--- config.mk ---
export PLATFORM = sky130hd
export DESIGN_NAME = mux_read_inst_cache_flat
export DESIGN_NICKNAME = d
export VERILOG_FILES = /design/src/rtl/mux_read_inst_cache_if.sv /design/src/rtl/mux_read_inst_cache.sv /design/src/flat_wrapper.sv
export SDC_FILE = /design/constraint.sdc
export NUM_CORES = 1
export LEC_CHECK = 0
export CAP_MARGIN = 20
export CORE_AREA = 2 2 83 85
export CTS_CLUSTER_DIAMETER = 120
export DETAILED_ROUTE_END_ITERATION = 8
export DIE_AREA = 0 0 85 87
export HOLD_SLACK_MARGIN = 0.15
export PLACE_DENSITY = 0.9
export SLEW_MARGIN = 10
export SYNTH_ARGS = -nofsm -noshare
export SYNTH_HDL_FRONTEND = slang
export SYNTH_SLANG_ARGS = --single-unit
export TNS_END_PERCENT = 1
--- constraint.sdc ---
create_clock -name clock -period 2.2 [get_ports clock]
set_clock_uncertainty 0.15 [all_clocks]
set_input_delay 0.33 -clock clock [delete_from_list [all_inputs] [get_ports clock]]
set_output_delay 0.33 -clock clock [all_outputs]
set_load 0.01 [all_outputs]
--- src/rtl/mux_read_inst_cache_if.sv ---
// Read-path bundle between the I-cache data array and the word mux.
// Master drives block words and offset; slave returns the selected word.
interface mux_read_inst_cache_if #(
  parameter int WORD_WIDTH = 32
);
  logic                  read;
  logic [WORD_WIDTH-1:0] word0;
  logic [WORD_WIDTH-1:0] word1;
  logic [WORD_WIDTH-1:0] word2;
  logic [WORD_WIDTH-1:0] word3;
  logic [1:0]            offset;
  logic [WORD_WIDTH-1:0] read_inst;
  logic [WORD_WIDTH-1:0] hold_word;
  logic                  read_valid;

  modport master (
    output read,
    output word0,
    output word1,
    output word2,
    output word3,
    output offset,
    input  read_inst,
    input  hold_word,
    input  read_valid
  );

  modport slave (
    input  read,
    input  word0,
    input  word1,
    input  word2,
    input  word3,
    input  offset,
    output read_inst,
    output hold_word,
    output read_valid
  );
endinterface

--- src/rtl/mux_read_inst_cache.sv ---
// I-cache read word select: picks one of four block words by offset,
// holds the last delivered word while read is low.
module mux_read_inst_cache #(
  parameter int WORD_WIDTH = 32
) (
  input logic                  clock,
  input logic                  reset,
  mux_read_inst_cache_if.slave bus
);

  logic [WORD_WIDTH-1:0] sel;
  logic [WORD_WIDTH-1:0] hold_word_d;
  logic [WORD_WIDTH-1:0] hold_word_q;
  logic                  read_valid_d;
  logic                  read_valid_q;

  // Only the selected word reaches sel, so X on other words never leaks.
  always_comb begin
    sel = bus.word0;
    unique case (1'b1)
      (bus.offset == 2'd0): sel = bus.word0;
      (bus.offset == 2'd1): sel = bus.word1;
      (bus.offset == 2'd2): sel = bus.word2;
      (bus.offset == 2'd3): sel = bus.word3;
      default:              sel = bus.word0;
    endcase
  end

  always_comb begin
    hold_word_d  = hold_word_q;
    read_valid_d = bus.read;
    if (bus.read) begin
      hold_word_d = sel;
    end
  end

  always_ff @(posedge clock or negedge reset) begin
    if (!reset) begin
      hold_word_q  <= '0;
      read_valid_q <= 1'b0;
    end else begin
      hold_word_q  <= hold_word_d;
      read_valid_q <= read_valid_d;
    end
  end

  assign bus.read_inst  = bus.read ? sel : hold_word_q;
  assign bus.hold_word  = hold_word_q;
  assign bus.read_valid = read_valid_q;

endmodule

--- src/flat_wrapper.sv ---
// flat-port wrapper written by rule: the top's interface ports become plain ports
module mux_read_inst_cache_flat 
#(
  parameter int WORD_WIDTH = 32
)
  (clock, reset, bus_read, bus_word0, bus_word1, bus_word2, bus_word3, bus_offset, bus_read_inst, bus_hold_word, bus_read_valid);
  mux_read_inst_cache_if #(.WORD_WIDTH(WORD_WIDTH)) bus_i ();
  input logic clock;
  input logic reset;
  input wire logic [$bits(bus_i.read)-1:0] bus_read;
  input wire logic [$bits(bus_i.word0)-1:0] bus_word0;
  input wire logic [$bits(bus_i.word1)-1:0] bus_word1;
  input wire logic [$bits(bus_i.word2)-1:0] bus_word2;
  input wire logic [$bits(bus_i.word3)-1:0] bus_word3;
  input wire logic [$bits(bus_i.offset)-1:0] bus_offset;
  output wire logic [$bits(bus_i.read_inst)-1:0] bus_read_inst;
  output wire logic [$bits(bus_i.hold_word)-1:0] bus_hold_word;
  output wire logic [$bits(bus_i.read_valid)-1:0] bus_read_valid;
  assign bus_i.read = bus_read;
  assign bus_i.word0 = bus_word0;
  assign bus_i.word1 = bus_word1;
  assign bus_i.word2 = bus_word2;
  assign bus_i.word3 = bus_word3;
  assign bus_i.offset = bus_offset;
  assign bus_read_inst = bus_i.read_inst;
  assign bus_hold_word = bus_i.hold_word;
  assign bus_read_valid = bus_i.read_valid;
  mux_read_inst_cache #(.WORD_WIDTH(WORD_WIDTH)) u_core (.clock(clock), .reset(reset), .bus(bus_i));
endmodule
# Yosys cells after proc, flatten, opt, wreduce, memory -nomap -nowiden
# Cells that the tools add are included.
[word_totals] register_bits=33 input_bits=133 output_inout_bits=65 word_cells=7
[op_classes] eq_ne=3 n_mux=2
[op_table] operator="32-bit one-hot mux with 3 select lines" count=1
[op_table] operator="32-bit 2-to-1 mux" count=1
[op_table] operator="2-bit == test (second input constant)" count=2
[op_table] operator="2-bit by 1-bit == test with 1-bit output (second input constant)" count=1

# Longest topological paths before layout
# Gate-level depths: netlist (run 1).
[logic_depth] word_depth=3 ltp_mapped=4 ltp_nobuf=2

# Worst setup path after synthesis (run 1)
# OpenSTA, ideal clock, no wires.
[synth_path] path_type="input to output" from="in bus_offset[1]" to="out bus_read_inst[10]" arrival_ps=1019 required_ps=1720 setup_slack_ps=701 stages=4 n_path_buf=2 path_cell_list="buf_6 buf_8 mux2i_1 o221ai_1"
[synth_between] elab_chain_len=3 elab_cells_between_ends=5 cone_classes="eq/ne (3); mux (2)"
[synth_rtl] element="start, declared" line_no="flat_wrapper.sv:15" text="input wire logic [$bits(bus_i.offset)-1:0] bus_offset;"
[synth_rtl] element="2-bit == test, or another cell as far along" line_no="mux_read_inst_cache.sv:24" text="(bus.offset == 2'd3): sel = bus.word3;"
[synth_rtl] element="32-bit one-hot mux with 3 select lines *" line_no="mux_read_inst_cache.sv:20" text="unique case (1'b1)"
[synth_rtl] element="32-bit 2-to-1 mux *" line_no="mux_read_inst_cache.sv:47" text="assign bus.read_inst = bus.read ? sel : hold_word_q;"
[synth_rtl] element="end, declared" line_no="flat_wrapper.sv:16" text="output wire logic [$bits(bus_i.read_inst)-1:0] bus_read_inst;"
# Every way passes the cells marked *; elsewhere a longest branch is shown, timed or not.

# Worst setup path in the final report (run 1)
[layout_path] from="in bus_read" to="out bus_read_inst[1]"
[layout_between] elab_chain_len=1
[layout_rtl] element="start, declared" line_no="flat_wrapper.sv:10" text="input wire logic [$bits(bus_i.read)-1:0] bus_read;"
[layout_rtl] element="32-bit 2-to-1 mux" line_no="mux_read_inst_cache.sv:47"
# Every way passes these cells.

==> metrics.md, run 1 <==
| Metric | Value |
|---|---|
| Synthesized area | between 2000 and 2500 sq um |
| Reg2Reg Depth | 3 |
| Worst path cell trace | clkdlybuf4s50_1 > nand2b_1 > buf_4 > o221ai_1 > clkdlybuf4s15_1 |
| RR Endpoint | u_core.bus.hold_word[16]$_DFF_PN0_ |
| Share of layout cells above drive strength 1 | between 15 and 20% |
| ANT cells | 0 |
| Core area | ~6600 sq um |
| Final worst path period need | 2220 ps |
| Core Util, Final | around two thirds |
| Leak pwr | ~1.8 nW |
| Final Non-Filler Cells | between 400 and 500 |
| Power share of the sequential group | around a third |
| WL met1 | around 2800 um |
| Slowest stage cell, crit path | clkdlybuf4s50_1 |
| Initial Util | 31.9% |
| Vias/cell | approximately 5.0 |
| Arrival time worst endpoint | between 1500 and 2000 ps |
| Initial drt markers | 64 |
| IO Pins | ~200 |
| Max-cap violations | 0 |
| Power share of the clock group | a little over a fifth |
| Final hold vios | 0 |
| Largest net degree at the start of global routing | 34 |
| Syn nets | about 310 |
| Worst-Skew Late Latency | approximately 280 ps |
| Tightest hold margin | between 300 and 400 ps |
| CP max FO | 16 |
| Clock buffer depth | 2 |
| Via count | 2326 |
| Sequential element share of the synthesized area | between 30% and 40% |
| Rows | 30 |
| Avg Inst Size Synth | 11.7 sq um |
| CTS H-tree lvls | 2 |
| Hold Path Origin | u_core.bus.hold_word[12]$_DFF_PN0_ |
| Drt first pass iters | 4 |
| Internal reg-to-reg setup slack | between 1000 and 1500 ps |
| Slew Viols, Final | 0 |
| Uppermost layer routed | met4 |
| CP required | 1720 ps |
| First-pass GRT wire length | approximately 12000 um |
| Routed wire length | slightly above 8000 um |
| Hold Path Sink | u_core.bus.hold_word[12]$_DFF_PN0_ |
| Area Growth Syn to Fin | 104% |
| DIE HEIGHT | roughly 87 um |
| Hold WC Path Type | register to register |
| Worst setup SP type | primary input |
| Routed len/inst | about 17 um |
| Failing checks | negative setup slack |
| Least-Margin Pin Slew | 784 ps |
| Vias in the first global route | about 2600 |
| GP Congestion | 0.860 |
| Worst Setup SP | bus_read |
| TritonCTS Buffers | 5 |
| Worst setup path class | primary input to primary output |
| DRT antenna net count | 0 |
| RR Startpoint | u_core.bus.hold_word[16]$_DFF_PN0_ |
| Final setup fails | 7 |
| Worst setup margin | -17.8 ps |
| DP HPWL | 6240 um |
| Residual DRC | 0 |
| Die Span X | around 85 um |
| Gr usage total | 20.9% |
| Buffers on Ports | 197 |
| DIE AREA | 7400 sq um |
| Largest stage delay, worst path | between 500 and 600 ps |
| Synth unique cells | 10 |
| Met2 routed WL | around 4400 um |
| Root buffer cell | clkbuf_8 |
| Switching fraction of total power | a little under 30% |
| Power Density | about 480 nW/um^2 |
| Sink Count | 33 |
| RSZ-0062 raised after global routing | yes |
| Final Cycle Share | 101% |
| Internal Pwr Total | between 1 and 1.5 mW |
| WHS Path Cells | 2 |
| Worst rel slew slack | 47.7% |
| WL met3 | between 700 and 800 um |
| Fill cell count | roughly 550 |
| Post-layout net count | around 520 |
| Initial antenna violation count | 0 |
| Comb pwr share | 43.4% |
| Worst vdd ir | ~0.30 mV |
| Placed instance count | about 460 |
| Worst-path clk slew | roughly 70 ps |
| Register bit total from synthesis | 33 |
| Synthesis Warnings | 0 |
| Net Sw Power | 0.616 mW |
| Status | finished with violations |
| CP Capture Type | primary output |
| Grt ovf | 0 |
| Synth Instances | ~180 |
| Setup Buffers After CTS | 0 |
| Fmax | ~450 MHz |
| TritonCTS clock tree | yes |
==> cells in the mapped netlist <==
library cell | n | share of area [%]
clkbuf_1 | 3 | 0.54
nand2_1 | 1 | 0.18
buf_8 | 6 | 4.3
nand2b_1 | 33 | 9.9
buf_2 | 3 | 0.72
o221ai_1 | 32 | 13
buf_1 | 3 | 0.54
buf_6 | 1 | 0.54
dfrtp_1 | 33 | 39
mux2i_1 | 64 | 31
==> power by group through the flow <==
stage	combinational, mW	clock [mW]	sequential, mW
2_1_floorplan	0.269	0	0.768
3_3_place_gp	0.906	0	0.729
3_5_place_dp	0.919	0	0.734
4_1_cts	0.891	0.469	0.722
5_1_grt	0.962	0.482	0.732
6_report	0.899	0.450	0.722
==> critical path: cells and delay by family <==
kind                   cells  cell delay (ps)
AO/OA/AOI/OAI              1              270
AND/OR/NAND/NOR            1              100
buffers and inverters      3             1020
==> flip-flops by register name (all words and copies together) (netlist names) <==
register,cells
u_core.bus.hold_word,32
u_core.bus.read_valid,1
==> layout make-up <==
class | instances | area, sq um | area share (%)
multi-input cells | 130 | 1230 | 28.8
clock buffers | 8 | 80.1 | 1.87
flip-flops and latches | 33 | 826 | 19.3
repair buffers | 213 | 2040 | 47.7
well taps | 80 | 100 | 2.34
==> layout by cell type, fill, tap and decap left out, drive strengths merged <==
cell	count
clkdlybuf4s15	14
buf	17
mux2i	64
o221ai	32
clkbuf	26
dfrtp	33
clkdlybuf4s50	163
nand2b	33
dlygate4sd3	1
nand2	1
==> stage by stage <==
stage	total power, mW	setup WS, ps	cell area (sq um)	TNS [ps]
floorplan	1.04	701	2100	0
global placement	1.63	-246	4160	-6890
detailed placement	1.65	-306	4160	-8800
CTS	2.08	-3.80	4260	-7.87
global route	2.18	-74.7	4280	-614
finish	2.07	-17.8	4280	-63.0
==> cells by family after synthesis <==
kind of cell,Yosys count,share of synthesized area [%]
buf+inv,16,6.63
flops,33,39.4
simple gates,34,10.0
mux,64,30.6
compound gates,32,13.4
==> worst max path at each step <==
| stage | endpoint | slack [ps] | cells after the start |
|---|---|---|---|
| 2_1_floorplan | bus_read_inst[10] | 700 | 4 |
| 3_3_place_gp | bus_read_inst[13] | -250 | 5 |
| 3_5_place_dp | bus_read_inst[11] | -310 | 5 |
| 4_1_cts | bus_read_inst[25] | -4 | 5 |
| 5_1_grt | bus_read_inst[1] | -70 | 5 |
| 6_report | bus_read_inst[1] | -20 | 5 |
==> metal layers <==
metal	vias to the layer above	GRT usage (%)
met1	1093	22.4
met4	0	6.78
met5	-	0
met3	12	7.01
met2	120	38.6
li1	1101	-
==> timing repair <==
| item | CTS | global route |
|---|---|---|
| endpoints found under the hold margin | 33 | 0 |
| gates cloned | 0 | 0 |
| resized for setup | 65 | 49 |
| hold buffers | 1 | 0 |
| endpoints found under the setup margin | 32 | 31 |
Power figures use the tool's default switching activity.
==> run 2: changes to the inputs <==
CAP_MARGIN = default   (was 20)
CELL_PAD_IN_SITES_DETAIL_PLACEMENT = 1   (was default)
CELL_PAD_IN_SITES_GLOBAL_PLACEMENT = 2   (was default)
CORE_AREA = 2 2 115 117   (was 2 2 83 85)
DIE_AREA = 0 0 117 119   (was 0 0 85 87)
PLACE_DENSITY = 0.88   (was 0.9)
==> run 2 against run 1 <==
The flow now finishes without violations; register-to-register slack about the same; via count up 3.1%; wire length up 24%; non-clock buffer count up 10; die area up 88%; clock-buffer cell count unchanged; sequential share of layout area down 1.6 points; critical path depth unchanged; sequential power up 0.6%; core utilization down 29 points; largest cell class unchanged; critical endpoint is now bus_read_inst[21]; final area up 9.0%.
==> metrics.md, run 2 (synthesis gave the netlist of run 1 again) <==
| Metric | Value |
|---|---|
| Grt ovf | 0 (unchanged) |
| TritonCTS Buffers | 5 (unchanged) |
| Setup Buffers After CTS | 0 (unchanged) |
| Power share of the sequential group | 30.4% (-4.5 points) |
| Root buffer cell | clkbuf_16 |
| Largest net degree at the start of global routing | 34 (unchanged) |
| Arrival time worst endpoint | 1710 ps (-30 ps) |
| GP Congestion | 0.744 (-14%) |
| Final worst path period need | 2190 ps (-32.3 ps) |
| CP Buf/Inv Count | 3 (unchanged) |
| Power share of the clock group | 28.5% (+6.8 points) |
| Worst-Skew Late Latency | 270 ps (about the same) |
| First-pass GRT wire length | 14800 um (+20%) |
| Worst-path clk slew | 50 ps (-20 ps) |
| Final hold vios | 0 (unchanged) |
| GRT met2 Usage | 26.7% (-12 points) |
| Slowest stage cell, crit path | clkdlybuf4s50_1 |
| DP HPWL | 7800 um (+25%) |
| CP required | 1720 ps (about the same) |
| Met1 Use GR | 14.4% (-8.0 points) |
| CP Capture Type | primary output |
| Sink Count | 33 (unchanged) |
| Initial antenna violation count | 0 (unchanged) |
| Comb pwr share | 41.1% (-2.3 points) |
| Share of layout cells above drive strength 1 | 20.8% (+3.4 points) |
| Global route hottest layer | met2 |
| DP Area | 4350 sq um (+4.7%) |
| Status | complete, no violations |
| Hold WC Path Type | register to register |
| Routed wire length | 9990 um (+24%) |
| Fmax | 458 MHz (+1.5%) |
| Final Cycle Share | 99.3% (-1.5 points) |
| M3 GR Usage | 2.95% (-4.1 points) |
| Initial drt markers | 48 (-25%) |
| Post-route cell area | 4660 sq um (+9.0%) |
| ANT cells | 0 (unchanged) |
| IO Pins | 198 (unchanged) |
| Residual DRC | 0 (unchanged) |
| Pre-CTS setup slack | -330 ps (-24.2 ps) |
| Max reg flops | 32 (unchanged) |
| Worst path cell trace | clkdlybuf4s50_1 > nand2_1 > buf_4 > o221ai_1 > clkdlybuf4s15_2 |
| Switching fraction of total power | 28.7% (-1.0 points) |
| Routed len/inst | 17.5 um (+0.81%) |
| Rows | 42 (+40%) |
| Worst setup SP type | primary input |
| Gr usage total | 13.7% (-7.2 points) |
| Die Span X | 117 um (+38%) |
| Max-cap violations | 0 (unchanged) |
| Initial Util | 16.3% (-16 points) |
| DRT antenna net count | 0 (unchanged) |
| Buffers on Ports | 197 (unchanged) |
| DIE HEIGHT | 119 um (+37%) |
| Clock buffer depth | 2 (unchanged) |
| Fill cell count | 1444 (+160%) |
| Vias/cell | 4.21 (-16%) |
| Slew Viols, Final | 0 (unchanged) |
| TritonCTS clock tree | yes |
| Largest stage delay, worst path | 520 ps (about the same) |
| Via count | 2397 (+3.1%) |
| Commonest cells after routing, fill and taps aside | 162 x clkdlybuf4s50_1, 64 x mux2i_1, 33 x dfrtp_1 |
| Pwr Total | 2.38 mW (+15%) |
| Internal Pwr Total | 1.70 mW (+17%) |
| Post-layout net count | 526 (+1.9%) |
| Drt first pass iters | 4 (unchanged) |
| Worst setup margin | 14.5 ps (+32.3 ps) |
| Worst vdd ir | 0.360 mV (+20%) |
| DIE AREA | 13900 sq um (+88%) |
| Least-Margin Pin Slew | 415 ps (-369 ps) |
| Power Density | 512 nW/um^2 (+5.7%) |
| Area Growth Syn to Fin | 122% |
| Crit path max-delay family | buffers and inverters |
| Vias in the first global route | 2790 (+8.7%) |
| Worst setup path class | primary input to primary output |
| Setup TNS | 0 ps (+63.0 ps) |
| Most common cell after layout, fill and taps aside | clkdlybuf4s50_1 |
| Leak pwr | 1.94 nW (+5.8%) |
| Worst rel slew slack | 72.4% (+25 points) |
| Final setup fails | 0 (-7) |
| CP max FO | 14 (-2) |
| Core area | 12900 sq um (+96%) |
| Net Sw Power | 0.684 mW (+11%) |
| RSZ-0062 raised after global routing | yes |
| CTS H-tree lvls | 2 (unchanged) |
run 2: cell types whose count changed in the layout (fill, tap and decap cells not counted), sizes merged:
cell and change:
clkdlybuf4s50 -1, dlymetal6s2s +1, clkbuf -11, buf +11, clkdlybuf4s15 +10
run 2: per-layer routing:
metal | vias to the layer above | wire (um)
met5 | - | 0
li1 | 1126 | -
met3 | 8 | 706
met2 | 96 | 5370
met4 | 0 | 119
met1 | 1167 | 3790
run 2: area by class of cell:
class	count	area [sq um]	area share (%)
multi-input cells	130	1280	27.4
clock buffers	8	136	2.93
well taps	176	220	4.73
flip-flops and latches	33	826	17.7
repair buffers	223	2200	47.2
run 2: final timing paths:
path                                                          from                                 end  slack, ps  cells after the start
worst max-delay path                                 bus_offset[0]                   bus_read_inst[21]         10                      5
worst min-delay path            u_core.bus.hold_word[22]$_DFF_PN0_  u_core.bus.hold_word[22]$_DFF_PN0_        360                      2
worst max register to register   u_core.bus.hold_word[8]$_DFF_PN0_   u_core.bus.hold_word[8]$_DFF_PN0_       1180                      3
worst min register to register  u_core.bus.hold_word[22]$_DFF_PN0_  u_core.bus.hold_word[22]$_DFF_PN0_        360                      2
max in group asynchronous                                    reset   u_core.bus.hold_word[3]$_DFF_PN0_        960                      3
min in group asynchronous                                    reset   u_core.bus.hold_word[2]$_DFF_PN0_        420                      2
run 2: power groups by stage:
stage / clock, mW / combinational [mW] / sequential, mW
5_1_grt: 0.739 / 1.05 / 0.736
4_1_cts: 0.710 / 0.955 / 0.727
6_report: 0.679 / 0.980 / 0.726
3_5_place_dp: 0 / 0.970 / 0.738
3_3_place_gp: 0 / 0.957 / 0.732
2_1_floorplan: 0 / 0.269 / 0.768
run 2: per-stage QoR:
step                      util (%)  hold slack, ps  std cells
final                         36.2             362        570
after global routing          36.2             395        570
after CTS                     35.3             379        570
after detailed placement      33.8             135        561
after global placement        33.8             136        561
after floorplan                  -            -116        179
run 2: what timing repair did:
action,4_1_cts,5_1_grt
cloned,0,0
resized for setup,84,45
pin swaps,0,0
endpoints found under the setup margin,32,32
hold buffers,1,0
endpoints found under the hold margin,13,0
run 2: worst reg2reg max path, stage by stage (launching register included):
cell and delay [ps]:
dfrtp_1 390, nand2b_1 90, o221ai_1 130, buf_4 160
